===== src/rtl/sqrt_arbiter.sv =====
// sqrt_arbiter: round-robin front end that time-shares one sqrt unit between
// N_REQ requesters, with a watchdog that aborts a hung transaction.
module sqrt_arbiter #(
  parameter int unsigned N_REQ   = 4,
  parameter int unsigned OP_W    = 8,
  parameter int unsigned RES_W   = 4,
  parameter int unsigned TIMEOUT = 255
) (
  input  logic                       clk,
  input  logic                       rst_i,
  input  logic [N_REQ-1:0]           req_vld_i,
  input  logic [N_REQ*OP_W-1:0]      req_op_i,
  output logic [N_REQ-1:0]           req_rdy_o,
  output logic [N_REQ-1:0]           rsp_vld_o,
  output logic [RES_W-1:0]           rsp_res_o,
  output logic                       rsp_err_o,
  output logic [$clog2(N_REQ)-1:0]   rsp_id_o,
  output logic                       sqrt_enb_o,
  output logic [OP_W-1:0]            sqrt_op_o,
  input  logic                       sqrt_busy_i,
  input  logic [RES_W-1:0]           sqrt_res_i,
  output logic                       busy_o
);

  localparam int unsigned ID_W  = $clog2(N_REQ);
  localparam int unsigned CNT_W = $clog2(TIMEOUT);

  typedef enum logic [1:0] {IDLE, LAUNCH, RUN, RESP} state_t;

  state_t             state;
  logic [ID_W-1:0]    ptr;
  logic [ID_W-1:0]    id;
  logic [CNT_W-1:0]   cnt;

  logic               gnt_vld;
  logic [ID_W-1:0]    gnt_id;
  logic [ID_W-1:0]    cand;
  logic [OP_W-1:0]    gnt_op;
  logic               grant;
  logic               wd_hit;
  logic [N_REQ-1:0]   id_oh;
  logic [ID_W-1:0]    ptr_nxt;

  // Round-robin search starting at ptr; first valid requester wins.
  always_comb begin
    gnt_vld = 1'b0;
    gnt_id  = '0;
    cand    = '0;
    for (int unsigned i = 0; i < N_REQ; i++) begin
      cand = ID_W'((32'(ptr) + i) % N_REQ);
      if (!gnt_vld && req_vld_i[cand]) begin
        gnt_vld = 1'b1;
        gnt_id  = cand;
      end
    end
  end

  // Operand mux for the winning requester.
  always_comb begin
    gnt_op = '0;
    for (int unsigned k = 0; k < N_REQ; k++) begin
      if (ID_W'(k) == gnt_id) gnt_op = req_op_i[k*OP_W +: OP_W];
    end
  end

  // Handshake strobe, watchdog compare and response helpers.
  always_comb begin
    grant     = (state == IDLE) && !rst_i && !sqrt_busy_i && gnt_vld;
    req_rdy_o = grant ? (N_REQ'(1) << gnt_id) : '0;
    wd_hit    = (cnt == CNT_W'(TIMEOUT - 1));
    id_oh     = N_REQ'(1) << id;
    ptr_nxt   = (id == ID_W'(N_REQ - 1)) ? '0 : id + ID_W'(1);
  end

  // Transaction FSM with registered outputs; completion beats the watchdog.
  always_ff @(posedge clk) begin
    if (rst_i) begin
      state      <= IDLE;
      ptr        <= '0;
      id         <= '0;
      cnt        <= '0;
      rsp_vld_o  <= '0;
      rsp_res_o  <= '0;
      rsp_err_o  <= 1'b0;
      rsp_id_o   <= '0;
      sqrt_enb_o <= 1'b0;
      sqrt_op_o  <= '0;
      busy_o     <= 1'b0;
    end else begin
      case (state)
        IDLE: begin
          if (grant) begin
            sqrt_op_o  <= gnt_op;
            id         <= gnt_id;
            cnt        <= '0;
            sqrt_enb_o <= 1'b1;
            busy_o     <= 1'b1;
            state      <= LAUNCH;
          end
        end
        LAUNCH: begin
          if (sqrt_busy_i) begin
            sqrt_enb_o <= 1'b0;
            cnt        <= cnt + CNT_W'(1);
            state      <= RUN;
          end else if (wd_hit) begin
            sqrt_enb_o <= 1'b0;
            rsp_vld_o  <= id_oh;
            rsp_res_o  <= '0;
            rsp_err_o  <= 1'b1;
            rsp_id_o   <= id;
            state      <= RESP;
          end else begin
            cnt <= cnt + CNT_W'(1);
          end
        end
        RUN: begin
          if (!sqrt_busy_i) begin
            rsp_vld_o <= id_oh;
            rsp_res_o <= sqrt_res_i;
            rsp_err_o <= 1'b0;
            rsp_id_o  <= id;
            state     <= RESP;
          end else if (wd_hit) begin
            rsp_vld_o <= id_oh;
            rsp_res_o <= '0;
            rsp_err_o <= 1'b1;
            rsp_id_o  <= id;
            state     <= RESP;
          end else begin
            cnt <= cnt + CNT_W'(1);
          end
        end
        RESP: begin
          rsp_vld_o <= '0;
          ptr       <= ptr_nxt;
          busy_o    <= 1'b0;
          state     <= IDLE;
        end
        default: begin
          sqrt_enb_o <= 1'b0;
          rsp_vld_o  <= '0;
          busy_o     <= 1'b0;
          state      <= IDLE;
        end
      endcase
    end
  end

endmodule


===== config.mk =====
export PLATFORM = sky130hd
export DESIGN_NAME = sqrt_arbiter
export DESIGN_NICKNAME = d
export VERILOG_FILES = /design/src/rtl/sqrt_arbiter.sv
export SDC_FILE = /design/constraint.sdc
export NUM_CORES = 1
export LEC_CHECK = 0
export ABC_AREA = 1
export CORE_ASPECT_RATIO = 1.2
export CORE_MARGIN = 10
export CORE_UTILIZATION = 44
export CTS_CLUSTER_DIAMETER = 40
export CTS_CLUSTER_SIZE = 14
export DETAILED_ROUTE_END_ITERATION = 12
export PLACE_DENSITY = 0.84
export RECOVER_POWER = 25
export SLEW_MARGIN = 0
export SYNTH_ARGS = -nofsm -noshare
export SYNTH_HDL_FRONTEND = slang
export SYNTH_SLANG_ARGS = --single-unit

===== constraint.sdc =====
create_clock -name clk -period 2.6 [get_ports clk]
set_input_delay 0.78 -clock clk [delete_from_list [all_inputs] [get_ports clk]]
set_output_delay 0.78 -clock clk [all_outputs]
set_load 0.1 [all_outputs]

==> impl_results.md <==
- Drt total wl: 8.05 mm
- Worst Reg-to-Reg Cells: 16
- Syn_area_per_cell: 6.48 um2
- Root Driver: clkbuf_8
- R2R Path Start: ptr[1]
- CP Data Arrival Time: 2120 ps
- Routability cong.: 0.956
- Clk sinks: 35
- Final hold violation count: 0
- Worst-Margin Slew: 1190 ps
- Port Buf Inserts: 67
- Critical path class: in2out
- Power per standard cell area: 746 nW/um2
- Clock Latency Late Sink: 300 ps
- Metal-1 WL: 2.96 mm
- FP Rows: 29
- Reg-to-reg setup timing slack: 320 ps
- Dpl cells: 513
- Setup TNS Final: -1060 ps
- Largest net degree at the start of global routing: 27
- Highest routed layer: met4
- Vias in the first global route: 2740
- Main flop type after synthesis: dfxtp_1
- FF-to-FF End: sqrt_op_o[6]
- # nets final: 518
- Hold_sp: sqrt_enb_o
- Unrepaired setup endpoints after global routing: yes
- Setup Skew: 10.6 ps
- Failing checks: negative setup slack
- Residual DRC count: 0
- CTS buffer count: 5
- GRT Resource Usage Total: 0.159
- Worst Hold Depth: 2
- CTS H-tree depth: 2
- Peak VDD IR: 0.441 mV
- Initial Util: 0.455
- Post-route minimum period: 2900 ps
- Post-synthesis instance area: 2410 um2
- Hold endpoint: sqrt_enb_o
- Clock transition at path regs: 60 ps
- FMAX: 345 MHz
- Met3 WL: 638 um
- DR pass1 iterations: 4
- LEAKAGE: 1.65 nW
- Synth Instances: 372
- Syn. warnings: 0
- Diodes inserted: 0
- Fin cells: 527
- Longest Clk Path Bufs: 2
- Num ports: 68
- Setup violators final: 4
- Vias: 2823
- Status: finished with violations
- DRT iter0 DRCs: 221
- Tightest Hold Check Type: reg2reg
- Syn_nets: 426
- Final worst slack: -302 ps
- Worst-path cell chain: buf_6 > inv_8 > nand2_1 > nand2_2 > nand2_2 > nand2_2 > nor2_2 > nor2_2 > nand2_4 > nand2_8 > clkinv_8 > nor3_4 > buf_12
- Seq/Total Area, Yosys: 0.290
- Worst slack, placed: -743 ps
- Worst Setup End Kind: output port
- Die X: 87.6 um
- FF+latch count, synth: 35
- Core area: 5300 um2
- Netlist cell types: 34
- Antenna violations before repair: 0
- Commonest non-fill, non-tap cell in the layout: nand2_1
- Share of cells above drive strength 1: 0.258
- Fin util: 0.688
- Routed vias/inst: 5.36
- Avg WL per Cell: 15.3 um
- DP Wirelength: 5.62 mm
- CTS tree: done
- Gr ovfl total: 0
- Metal2 WL: 4.27 mm
- Die H: 101 um
- CP required: 1820 ps
- Area delta synth->final: 51.1%
- Crit path largest cell delay: 220 ps
- Most frequent cells in the layout: nand2_1 (85), a21oi_1 (39), nor2_1 (37)
- CP Buf/Inv Count: 4
- Slew Viols, Final: 0
- Crit path max-delay cell type: nor3_4
- Die area: 8860 um2
- Global-route wire length before repair: 11.7 mm
- Final period util: 1.12
- Fraction of registers with async set/reset: 0
- Cell mode on critical path: nand2_2
- Antenna-violating nets left: 0
- Nature of the critical path startpoint: primary input
- Number of synthesized flops with an enable pin: 0
- Crit-path max FO: 4
- Cts hold-fix bufs: 0
- Cell family with most CP delay: simple AND/OR/NAND/NOR gates
- Slew HR: 0.207
- Max Cap Viol: 0
## tightest hold or removal path, cell delays in order (launching register included)
cell and delay [ps]:
dfxtp_1 320, nand2_1 60, a21oi_1 50
## kinds of logic (layout without fill, tap and decap cells)
kind of cell             Yosys count  count (layout)  synth area share
adder cells (fa/ha/maj)           11              11            0.0571
AO/OA/AOI/OAI                     68              68             0.149
flip-flops                        35              35             0.290
AND/OR/NAND/NOR                  203             203             0.403
buffers and inverters             54             147            0.0965
XOR/XNOR                           1               1           0.00363
## metal layers
metal	up-vias	track usage
met5	-	0
met4	0	0.0590
met3	19	0.0720
met2	108	0.282
met1	1311	0.157
li1	1385	-
## Yosys cell counts (3+ instances only)
library cell / count / area [um2]
nand3_1: 27 / 135
inv_2: 4 / 15.0
nor3_1: 10 / 50.1
o21ai_0: 18 / 90.1
ha_1: 11 / 138
a21oi_1: 39 / 195
dfxtp_1: 35 / 701
clkbuf_1: 4 / 15.0
nand2_1: 102 / 383
nor2_1: 40 / 150
nand2_4: 3 / 33.8
buf_6: 3 / 33.8
inv_1: 39 / 146
a31oi_1: 5 / 31.3
nand2_2: 8 / 50.1
## layout make-up
type | instances | area, um2
Sequential cell | 35 | 704
Tap cell | 62 | 77.6
Clock buffer | 5 | 68.8
Multi-Input combinational cell | 283 | 1660
Timing Repair Buffer | 93 | 868
Clock inverter | 3 | 43.8
Fill cell | 392 | 1650
Inverter | 46 | 220
## worst max-delay path by stage
stage                 startpoint           end  slack [ps]  cells after the start
floorplan           req_vld_i[3]  req_rdy_o[0]        -510                      9
global placement    req_vld_i[0]  req_rdy_o[1]        -690                     13
detailed placement  req_vld_i[0]  req_rdy_o[1]        -740                     13
CTS                 req_vld_i[2]  req_rdy_o[3]        -220                     12
global route        req_vld_i[0]  req_rdy_o[1]        -420                     12
finish              req_vld_i[0]  req_rdy_o[0]        -300                     13
## registers in the layout, summed over array words and instances, names as in the netlist, 2 cells and up
signal	flops
cnt	8
sqrt_op_o	8
rsp_res_o	4
rsp_vld_o	4
id	2
ptr	2
rsp_id_o	2
state	2
## per-stage QoR
step / hold slack [ps] / power [mW] / instance area (um2)
after global placement: 451 / 2.11 / 3330
after detailed placement: 462 / 2.14 / 3330
final: 469 / 2.72 / 3650
after CTS: 474 / 2.67 / 3530
after global routing: 485 / 2.88 / 3650
after floorplan: 458 / 1.74 / 2500
## timing repair
item,CTS,global route
endpoints found under the setup margin,4,4
pin swaps,14,19
buffers inserted,3,3
resized for setup,39,38
## where the power goes
part           internal, mW  switching (mW)  leakage, nW
clock                 0.285           0.206       0.0581
combinational         0.494            1.09         1.30
sequential            0.601          0.0453        0.285
Note: power is estimated with default switching activity, not from simulation.
